--- src/rtl/alu_pkg.sv ---
// Shared opcode, FSM-state and flag types for the sequential ALU.
// Build option: ALU_MUL_EN enables the iterative multiplier in alu_seq.
package alu_pkg;

    typedef enum logic [3:0] {
        CMD_ADD   = 4'd0,
        CMD_SUB   = 4'd1,
        CMD_XOR   = 4'd2,
        CMD_SLT   = 4'd3,
        CMD_AND   = 4'd4,
        CMD_NAND  = 4'd5,
        CMD_NOR   = 4'd6,
        CMD_OR    = 4'd7,
        CMD_MUL   = 4'd8,
        CMD_SLL   = 4'd9,
        CMD_SRL   = 4'd10,
        CMD_SRA   = 4'd11,
        CMD_ILL12 = 4'd12,
        CMD_ILL13 = 4'd13,
        CMD_ILL14 = 4'd14,
        CMD_ILL15 = 4'd15
    } alu_cmd_e;

    typedef enum logic {
        IDLE = 1'b0,
        MUL  = 1'b1
    } alu_state_e;

    typedef struct packed {
        logic carry;
        logic zero;
        logic overflow;
        logic illegal;
    } alu_flags_t;

    function automatic logic is_addsub(input alu_cmd_e cmd);
        return (cmd == CMD_ADD) || (cmd == CMD_SUB);
    endfunction

endpackage

--- src/rtl/alu_comb.sv ---
// Single-cycle ALU datapath: arithmetic, logic, compare, shifts and illegal decode.
// MUL is not handled here and decodes as illegal; alu_seq overrides it when enabled.
module alu_comb
    import alu_pkg::*;
#(
    parameter int unsigned WIDTH = 32
) (
    input  logic [WIDTH-1:0] a,
    input  logic [WIDTH-1:0] b,
    input  alu_cmd_e         cmd,
    output logic [WIDTH-1:0] result,
    output alu_flags_t       flags
);

    localparam int unsigned SW = $clog2(WIDTH);
    localparam int unsigned AW = WIDTH + 1;

    logic [WIDTH-1:0] b_op;
    logic [AW-1:0]    sum;
    logic [SW-1:0]    shamt;

    always_comb begin
        b_op   = (cmd == CMD_SUB) ? ~b : b;
        sum    = {1'b0, a} + {1'b0, b_op} + AW'(cmd == CMD_SUB);
        shamt  = b[SW-1:0];
        result = '0;
        flags  = '0;
        case (cmd)
            CMD_ADD, CMD_SUB: begin
                result         = sum[WIDTH-1:0];
                flags.carry    = sum[WIDTH];
                // Operands of equal sign producing a result of the other sign
                flags.overflow = (a[WIDTH-1] == b_op[WIDTH-1]) && (sum[WIDTH-1] != a[WIDTH-1]);
            end
            CMD_XOR:  result = a ^ b;
            CMD_SLT:  result = WIDTH'($signed(a) < $signed(b));
            CMD_AND:  result = a & b;
            CMD_NAND: result = ~(a & b);
            CMD_NOR:  result = ~(a | b);
            CMD_OR:   result = a | b;
            CMD_SLL:  result = a << shamt;
            CMD_SRL:  result = a >> shamt;
            CMD_SRA:  result = WIDTH'($signed(a) >>> shamt);
            default:  flags.illegal = 1'b1;
        endcase
        flags.zero = is_addsub(cmd) && (result == '0);
    end

endmodule

--- src/rtl/alu_seq.sv ---
// Handshaked ALU with registered results held until accepted downstream.
// Build option: ALU_MUL_EN adds a WIDTH-cycle shift-add multiplier (opcode 8); otherwise opcode 8 is illegal.
module alu_seq
    import alu_pkg::*;
#(
    parameter int unsigned WIDTH = 32
) (
    input  logic             clk,
    input  logic             reset_n,
    input  logic             in_valid,
    output logic             in_ready,
    input  logic [WIDTH-1:0] operandA,
    input  logic [WIDTH-1:0] operandB,
    input  logic [3:0]       command,
    output logic             out_valid,
    input  logic             out_ready,
    output logic [WIDTH-1:0] result,
    output logic             carryout,
    output logic             zero,
    output logic             overflow,
    output logic             illegal
);

    logic             live_q, live_d;
    logic             out_valid_q, out_valid_d;
    logic [WIDTH-1:0] result_q, result_d;
    alu_flags_t       flags_q, flags_d;
    logic [WIDTH-1:0] comb_result;
    alu_flags_t       comb_flags;
    alu_cmd_e         cmd;
    logic             accept;
    logic             idle;

    assign cmd = alu_cmd_e'(command);

    alu_comb #(.WIDTH(WIDTH)) u_comb (
        .a      (operandA),
        .b      (operandB),
        .cmd    (cmd),
        .result (comb_result),
        .flags  (comb_flags)
    );

`ifdef ALU_MUL_EN
    localparam int unsigned CW = $clog2(WIDTH) + 1;

    alu_state_e       state_q, state_d;
    logic [WIDTH-1:0] mcand_q, mcand_d;
    logic [WIDTH-1:0] mplier_q, mplier_d;
    logic [WIDTH-1:0] acc_q, acc_d;
    logic [CW-1:0]    cnt_q, cnt_d;

    assign idle = (state_q == IDLE);
`else
    assign idle = 1'b1;
`endif

    // live_q holds in_ready low for the first cycle after reset release
    assign in_ready = live_q && idle && (!out_valid_q || out_ready);
    assign accept   = in_valid && in_ready;

    always_comb begin
        live_d      = 1'b1;
        out_valid_d = out_valid_q && !out_ready;
        result_d    = result_q;
        flags_d     = flags_q;
`ifdef ALU_MUL_EN
        state_d  = state_q;
        mcand_d  = mcand_q;
        mplier_d = mplier_q;
        acc_d    = acc_q;
        cnt_d    = cnt_q;
        case (state_q)
            IDLE: begin
                if (accept) begin
                    if (cmd == CMD_MUL) begin
                        mcand_d  = operandA;
                        mplier_d = operandB;
                        acc_d    = '0;
                        cnt_d    = '0;
                        state_d  = MUL;
                    end else begin
                        result_d    = comb_result;
                        flags_d     = comb_flags;
                        out_valid_d = 1'b1;
                    end
                end
            end
            MUL: begin
                acc_d    = acc_q + (mplier_q[0] ? mcand_q : '0);
                mcand_d  = mcand_q << 1;
                mplier_d = mplier_q >> 1;
                cnt_d    = cnt_q + CW'(1);
                // Last iteration: publish the updated accumulator directly
                if (cnt_q == CW'(WIDTH - 1)) begin
                    result_d    = acc_d;
                    flags_d     = '0;
                    out_valid_d = 1'b1;
                    state_d     = IDLE;
                end
            end
            default: state_d = IDLE;
        endcase
`else
        if (accept) begin
            result_d    = comb_result;
            flags_d     = comb_flags;
            out_valid_d = 1'b1;
        end
`endif
    end

    always_ff @(posedge clk or negedge reset_n) begin
        if (!reset_n) begin
            live_q      <= 1'b0;
            out_valid_q <= 1'b0;
            result_q    <= '0;
            flags_q     <= '0;
        end else begin
            live_q      <= live_d;
            out_valid_q <= out_valid_d;
            result_q    <= result_d;
            flags_q     <= flags_d;
        end
    end

`ifdef ALU_MUL_EN
    always_ff @(posedge clk or negedge reset_n) begin
        if (!reset_n) begin
            state_q  <= IDLE;
            mcand_q  <= '0;
            mplier_q <= '0;
            acc_q    <= '0;
            cnt_q    <= '0;
        end else begin
            state_q  <= state_d;
            mcand_q  <= mcand_d;
            mplier_q <= mplier_d;
            acc_q    <= acc_d;
            cnt_q    <= cnt_d;
        end
    end
`endif

    assign out_valid = out_valid_q;
    assign result    = result_q;
    assign carryout  = flags_q.carry;
    assign zero      = flags_q.zero;
    assign overflow  = flags_q.overflow;
    assign illegal   = flags_q.illegal;

endmodule
--- config.mk ---
export PLATFORM = sky130hd
export DESIGN_NAME = alu_seq
export DESIGN_NICKNAME = d
export VERILOG_FILES = /design/src/rtl/alu_pkg.sv /design/src/rtl/alu_comb.sv /design/src/rtl/alu_seq.sv
export SDC_FILE = /design/constraint.sdc
export NUM_CORES = 1
export LEC_CHECK = 0
export ABC_AREA = 1
export ABC_CLOCK_PERIOD_IN_PS = 2700
export BUFFER_PORTS_ARGS = -buffer_cell sky130_fd_sc_hd__buf_2
export CORE_MARGIN = 2
export CORE_UTILIZATION = 40
export CTS_CLUSTER_DIAMETER = 50
export DETAILED_ROUTE_END_ITERATION = 10
export GPL_TIMING_DRIVEN = 1
export PLACE_DENSITY = 0.59
export SLEW_MARGIN = 20
export SYNTH_ARGS = -nofsm -noshare
export SYNTH_HDL_FRONTEND = slang
export SYNTH_SLANG_ARGS = --single-unit
--- constraint.sdc ---
create_clock -name clk -period 2.7 [get_ports clk]
set_input_delay 0.405 -clock clk [delete_from_list [all_inputs] [get_ports clk]]
set_output_delay 0.405 -clock clk [all_outputs]
set_load 0.005 [all_outputs]
After elaboration in Yosys (flattened, before gate mapping)
Cells that the tools add are included.

storage, ports and cells
  register bits after elaboration = 38
  input bits = 72
  output and inout port bits = 38
  logic and storage cells = 50

operators by class
  $add $sub $neg = 2
  order comparisons = 1
  equal/unequal tests = 12
  shifts and indexed selects = 3
  mux-type cells = 6
  bitwise operators = 6
  reduce and logical (&&, ||, !) cells = 13

operator list
  kind                count
  $pmux 32 s10        1
  $not 32->32         3
  $add 32x32->33      1
  $add 33x1->33       1
  $and 32x32->32      1
  $logic_not 32->1    1
  $lt 32x32->1        1
  $mux 32             1
  $or 32x32->32       1
  $shl 32x5->32       1
  $shr 32x5->32       1
  $sshr 32x5->32      1
  $xor 32x32->32      1
  $eq 4x3->1 const B  4
  $eq 4x4->1 const B  3
  $reduce_or 11->1    1
  $eq 4x2->1 const B  2
  $logic_and 1x1->1   5
  $eq 4x1->1 const B  1
  $logic_not 4->1     1
  $mux 1              4
  $logic_not 1->1     2
  $logic_or 1x1->1    2
  $reduce_or 2->1     1
  other kinds (2)     2

Longest topological paths before layout
Gate-level depths: netlist (run 1).

  word-level depth = 7
  gate-level depth with buffers = 24
  mapped depth without buffers = 23

Cells and area by module
A second synthesis (run 1) with hierarchy kept.

second synthesis, totals
  cells, all modules = 2044
  area total of the unflattened synthesis = 11119.4 µm²

modules (own cells, without submodules)
  module    instances  cells each  area an instance (µm²)  seq. area each (µm²)
  alu_comb  1          1877        9472.8                  0.0
  alu_seq   1          167         1646.6                  950.9

Least setup slack after synthesis (run 1)
OpenSTA, ideal clock, no wires.

  kind = input port to flip-flop
  start point = input port command[0]
  end point = register flags_q (netlist bit zero)
  library setup time = 66 ps
  arrival time = 2878 ps
  required time = 2634 ps
  path slack = -244 ps
  cell stages on the path = 23
  path buffers = 1
  path through = inv_2 nor2_4 nand2_1 buf_1 xor2_1 ha_1 nand2_1 inv_1 a21oi_1 nand2_1 nand2_1 nand2_1 nand2_1 nand3_1 nand2_1 nor2_1 nor2_1 nand2_1 nor2_1 nand3_1 nor2_1 nand2_1 nand2_1

between the ends
  word-level cells in the longest chain between the ends = 7
  elaborated cells on any way between the ends = 19
  those cells by class = add/sub: 2; eq/ne: 10; mux: 2; reduce/logical: 5

RTL lines
  item                  line            RTL
  from (decl)           alu_seq.sv:14   input logic [3:0] command,
  $eq 4x1->1            -
  $mux 32               alu_comb.sv:23  b_op = (cmd == CMD_SUB) ? ~b : b;
  $add 32x32->33        alu_comb.sv:24  sum = {1'b0, a} + {1'b0, b_op} + AW'(cmd == CMD_SUB);
  $add 33x1->33         alu_comb.sv:24
  $pmux 32 s10          alu_comb.sv:28  case (cmd)
  $logic_not 32->1      alu_comb.sv:46  flags.zero = is_addsub(cmd) && (result == '0);
  $logic_and 1x1->1 *   alu_comb.sv:46
  to (signal assigned)  alu_seq.sv:123  flags_q <= flags_d;
  to (decl)             alu_seq.sv:27   alu_flags_t flags_q, flags_d;

Mark *: on every way between the ends. The rest lies on a longest branch, timed or not.
A chain may end at the register's enable or synchronous reset.

Worst setup path in the final report (run 1)
  start point = input port command[3]
  end point = register flags_q (netlist bit zero)

Same word-level chain as after synthesis.

==> metrics.txt, run 1 <==
violated checks setup timing; vias in the first global route 14300; post-synthesis simple-gate area fraction 49.2%; Setup CP Type input port to flip-flop; main combinational cell family by area after synthesis simple AND/OR/NAND/NOR gates; DR pass1 iterations 6; Max Slew Vio Count 0; Die H approximately 170 µm; Startpoint Class input port; sw frac between 40% and 50%; die width between 150 and 200 µm; Core Region 26700 µm²; setup TNS -0.602 ns; via density per instance 5.64; slew margin rel. between 40% and 50%; layout cells sized above 1 33.7%; Area Growth Syn to Fin 48.0%; # clock sinks 38; worst hold path type input port to async pin; CTS Buffer Depth 2; Distinct cells, synth 50; worst-path fanout max 6; pre-CTS WS -0.881 ns; placed cells between 2000 and 3000; Yosys warnings 0; Final ANT Viol Nets 0; Core Util, Final 59.9%; DRC Markers 0; Wirelength per Cell 19.9 µm; final hold violations 0; Non-Filler Instances approximately 2700; status finished with violations; DRT iter0 DRCs 1536; CTS Hold Buffers Added 0; register area share after synthesis 8.78%; total congestion overflow 0; row count 60; post-route worst setup slack -0.195 ns; total power between 4 and 5 mW; io pins between 100 and 150; internal cell power ~2.4 mW; final setup vio count 8; maximum vdd drop 0.263 mV; post-synthesis adder-cell area fraction 15.8%; compound-cell area share of the yosys netlist between 10% and 20%; RSZ-0062 raised after global routing true; NumNets Final 2605; r2r setup slk between 0.8 and 0.9 ns; CP Launch Point command[3]; Critical Path AT 3.12 ns; P_sw between 2 and 2.5 mW; CTS H-tree depth 2; total track usage 36.7%; fmax 345 MHz; antenna violations before repair 1; mux cell area share after synthesis 0.0925%; Via Count 15400; worst reg2reg path depth 8; n_diodes 0; clock-pin slew of the registers on the worst-case setup and hold paths 0.06 ns; Final GP Congestion 1.02; Post-Route WL about 54 mm; largest net degree at the start of global routing 66; Mapped Nets 2160; final instance area approximately 16000 µm²; Post-Route Skew 0.00773 ns; Die ar. between 20000 and 30000 µm²; CTS buffer count 5; first-pass GRT wire length 80.5 mm; commonest cells after routing, fill and taps aside nand2_1 (521), buf_4 (383), nand3_1 (364); Comb pwr share 72.5%; Root Driver clkbuf_16; Hold WS roughly 0.23 ns; Initial Util just over 40%; LEAKAGE 8.45 nW; Seq pwr share between 10% and 20%; synthesized flop and latch total 38; R2R Path Start out_valid$_DFF_PN0_; period utilization 107%; reg2reg end result[21]$_DFFE_PN0P_; IO Port Bufs 109; CP endpoint zero$_DFFE_PN0P_; Avg Cell Area, Syn ~5.5 µm²; most common cell after layout, fill and taps aside nand2_1; Skew-Pair Late Insertion Delay slightly below 0.3 ns; instance area after placement 14300 µm²; Power Density 293 nW/µm²; minimum clock period after layout between 2 and 3 ns; Clk pwr share 12.0%; Synth Cell Area 10800 µm²; Critical Path Sink Type flip-flop; Synth Area in XOR/XNOR 2.67%; dpl hpwl 44.4 mm; Mapped Cells 1952; worst slew pin tran around 0.86 ns; CP Data Required Time 2.92 ns; Max Cap Viol 0; CTS tree done
## how the worst min path moves through the flow
stage	startpoint	end	slack, ns
global route	reset_n	result[4]$_DFFE_PN0P_	0.30
global placement	result[24]$_DFFE_PN0P_	result[24]$_DFFE_PN0P_	0.46
floorplan	reset_n	carryout$_DFFE_PN0P_	0.11
finish	reset_n	live_q$_DFF_PN0_	0.23
CTS	reset_n	result[5]$_DFFE_PN0P_	0.25
detailed placement	result[22]$_DFFE_PN0P_	result[22]$_DFFE_PN0P_	0.46
## layout make-up
cell class / instances / area (µm²)
fillers: 2634 / 10700
multi-input cells: 1630 / 9870
repair buffers: 520 / 3870
flip-flops and latches: 38 / 951
inverters: 202 / 768
well taps: 341 / 427
clock buffers: 5 / 125
clock inverters: 2 / 10.0
## state kept, by name, indices dropped and copies added, names as in the netlist
signal,cells
result,32
out_valid,1
overflow,1
illegal,1
live_q,1
carryout,1
zero,1
## cells in the mapped netlist, drive strengths merged
library cell / number / share of area, %
nand2: 611 / 21
nand3: 386 / 18
inv: 202 / 7.1
nor2: 153 / 5.6
ha: 135 / 16
o21ai: 84 / 3.9
a21oi: 76 / 3.5
buf: 64 / 3.3
dfrtp: 38 / 8.8
xor2: 32 / 2.6
nand4: 28 / 1.6
nor3: 21 / 0.97
o211ai: 20 / 1.4
clkbuf: 18 / 0.62
o21a: 15 / 1.0
nand3b: 11 / 0.76
and2: 7 / 0.40
o2111ai: 7 / 0.57
o22ai: 7 / 0.40
o21bai: 5 / 0.35
or2: 5 / 0.29
nor4: 4 / 0.23
a211oi: 3 / 0.21
a21boi: 3 / 0.21
a221oi: 2 / 0.16
a31oi: 2 / 0.12
o31ai: 2 / 0.14
a21o: 1 / 0.069
a22oi: 1 / 0.069
conb: 1 / 0.035
fa: 1 / 0.18
mux2i: 1 / 0.092
nor2b: 1 / 0.058
nor3b: 1 / 0.069
o211a: 1 / 0.092
o221ai: 1 / 0.081
o311ai: 1 / 0.081
xnor2: 1 / 0.081
## worst max-delay path: stages
cell and delay [ns]:
buf_8 0.10, nor2_4 0.13, nand2_4 0.13, clkbuf_16 0.21, xor2_4 0.16, fa_2 0.39, o21ai_2 0.17, buf_4 0.15
nand2_2 0.07, nand2_2 0.08, nand2_1 0.05, nand3_1 0.08, nand2_2 0.09, nor2_2 0.13, nand3_2 0.10, nor2_1 0.12
nand2_1 0.10, nor2_4 0.14, nand3_2 0.08, nor2_2 0.09, nand2_1 0.06, nand2_1 0.05
## timing repair
item,in CTS,in global routing
pin swaps,29,118
endpoints found under the hold margin,0,0
gates resized for setup,73,277
endpoints found under the setup margin,25,31
buffers inserted,14,23
cloned,0,2
## power groups by stage
| stage | combinational (mW) | clock [mW] | sequential, mW |
|---|---|---|---|
| 3_5_place_dp | 2.81 | 0 | 0.736 |
| 2_1_floorplan | 1.41 | 0 | 0.736 |
| 5_1_grt | 3.66 | 0.594 | 0.739 |
| 3_3_place_gp | 2.79 | 0 | 0.733 |
| 6_report | 3.40 | 0.562 | 0.729 |
| 4_1_cts | 2.93 | 0.566 | 0.727 |
## per-layer routing
metal	track usage, %	share of wire, %	wire, µm
met5	0	0.024	13
met1	50.1	43	23200
met2	60.6	46	24800
met3	4.09	7.7	4190
met4	11.8	4.1	2220
## cells by family after synthesis
group | Yosys count
flip-flops | 38
XOR/XNOR | 33
buffers and inverters | 284
AND/OR/NAND/NOR | 1228
multiplexers | 1
adder cells (fa/ha/maj) | 136
other | 1
AO/OA/AOI/OAI | 231
(Power assumes the default switching activity.)
==> run 2: changes to the inputs <==
- SKIP_CTS_REPAIR_TIMING: unset -> 1
==> metrics.txt, run 2 (synthesis gave the netlist of run 1 again) <==
Post-Route Skew 0.00894 ns (+0.00121 ns); CTS Buffer Depth 2 (unchanged); pre-CTS WS -0.881 ns (unchanged); status finished with violations; RSZ-0062 raised after global routing true; fillers 2731 (+3.7%); first-pass GRT wire length 79.8 mm (-0.85%); dpl hpwl 44.4 mm (unchanged); # clock sinks 38 (unchanged); final hold violations 0 (unchanged); Area Growth Syn to Fin 42.7%; LEAKAGE 8.25 nW (-2.3%); Root Driver clkbuf_16; Critical Path Sink Type flip-flop; CTS H-tree depth 2 (unchanged); Post-Route WL 53.3 mm (-1.9%); Final ANT Viol Nets 0 (unchanged); vias in the first global route 14100 (-1.5%); Startpoint Class input port; antenna violations before repair 0 (-1); DR pass1 iterations 7 (+1); Register Area 951 µm² (unchanged); layout cells sized above 1 31.0% (-2.7 points); via density per instance 5.59 (-0.74%); worst slew pin tran 0.853 ns (-0.00834 ns); most common cell after layout, fill and taps aside nand2_1; CTS buffer count 5 (unchanged); post-route worst setup slack -0.202 ns (-0.00719 ns); Initial Util 40.5% (unchanged); largest net degree at the start of global routing 66 (unchanged); clock-pin slew of the registers on the worst-case setup and hold paths 0.06 ns (about the same); final setup vio count 10 (+2); Power Density 290 nW/µm² (-0.74%); multi-input logic area 9490 µm² (-3.8%); Die H 169 µm (unchanged); Setup CP Type input port to flip-flop; maximum vdd drop 0.260 mV (-1.4%); Via Count 15200 (-1.4%); CTS tree done; period utilization 107% (+0.27 points); Skew-Pair Late Insertion Delay 0.29 ns (about the same); die width 169 µm (unchanged); violated checks setup timing; fmax 345 MHz (-0.25%); NumNets Final 2588 (-0.65%); DRC Markers 0 (unchanged); Max Slew Vio Count 0 (unchanged); CP Data Required Time 2.92 ns (about the same); commonest cells after routing, fill and taps aside nand2_1 (541), buf_4 (378), nand3_1 (366); worst hold path type input port to async pin; total congestion overflow 0 (unchanged); row count 60 (unchanged); total track usage 36.4% (-0.26 points); minimum clock period after layout 2.90 ns (+0.00719 ns); Final GP Congestion 1.02 (unchanged); Max Cap Viol 0 (unchanged); IO Port Bufs 109 (unchanged); DRT iter0 DRCs 1700 (+11%); Core Region 26700 µm² (unchanged); Critical Path AT 3.12 ns (about the same); Wirelength per Cell 19.6 µm (-1.3%); io pins 110 (unchanged); max reg flops 32 (unchanged); worst-path fanout max 6 (unchanged); Hold WS 0.223 ns (-0.00193 ns); n_diodes 0 (unchanged); Die ar. 28400 µm² (unchanged); slew margin rel. 43.1% (+0.56 points)
run 2: worst paths after layout:
kind / end / start / cells after the start / slack, ns
worst max register to register: zero$_DFFE_PN0P_ / out_valid$_DFF_PN0_ / 12 / 0.77
min in group clk: out_valid$_DFF_PN0_ / out_ready / 2 / 0.31
worst max-delay path: zero$_DFFE_PN0P_ / command[0] / 25 / -0.20
max in group asynchronous: carryout$_DFFE_PN0P_ / reset_n / 1 / 1.93
worst min-delay path: result[5]$_DFFE_PN0P_ / reset_n / 1 / 0.22
worst min register to register: result[22]$_DFFE_PN0P_ / result[22]$_DFFE_PN0P_ / 2 / 0.48
run 2: cell type report:
| cell class | instances | share of cell area [%] |
|---|---|---|
| Sequential cell | 38 | 6.16 |
| Timing Repair Buffer | 503 | 23.8 |
| Multi-Input combinational cell | 1630 | 61.5 |
| Clock buffer | 5 | 0.810 |
| Clock inverter | 2 | 0.0648 |
| Tap cell | 341 | 2.76 |
| Inverter | 202 | 4.97 |
run 2: per-layer routing:
metal  global-route usage [%]  routed length [µm]  vias up
met5                        0                   0        -
met4                     12.4                2100        0
met3                     3.34                3950      104
met2                     59.5               24200      668
met1                     50.3               23100     7128
li1                         -                   -     7321
run 2: worst max-delay path: stages:
cell      delay [ns]
buf_8           0.08
inv_4           0.03
nor2_4          0.12
nand2_4         0.12
buf_12          0.17
xor2_1          0.14
ha_1            0.38
buf_6           0.15
nand2_4         0.09
inv_2           0.05
nand2_2         0.06
nand2_2         0.08
inv_1           0.08
nand3b_1        0.10
nand3_2         0.09
nand2_2         0.09
nor2_2          0.13
nand3_2         0.10
nor2_1          0.10
nand2_1         0.10
nor2_4          0.16
nand3_2         0.08
nor2_2          0.11
nand2_1         0.05
nand2_1         0.05
run 2: power by group:
part	internal (mW)	leakage (nW)	total (mW)	switching, mW
logic	1.34	7.70	3.20	1.86
clock network	0.333	0.0694	0.561	0.228
registers	0.668	0.485	0.728	0.0598
total	2.34	8.25	4.49	2.15
run 2: stage by stage:
| step | area [µm²] | setup TNS, ns | std cells | power (mW) | util [%] |
|---|---|---|---|---|---|
| after global placement | 14300 | -11.66 | 2695 | 3.52 | 53.5 |
| after global routing | 15400 | -3.08 | 2721 | 4.79 | 57.8 |
| after CTS | 14400 | -4.03 | 2702 | 4.12 | 54.0 |
| after floorplan | 10900 | 0 | 1952 | 2.14 | - |
| final | 15400 | -0.625 | 2721 | 4.49 | 57.8 |
| after detailed placement | 14300 | -12.95 | 2695 | 3.54 | 53.5 |
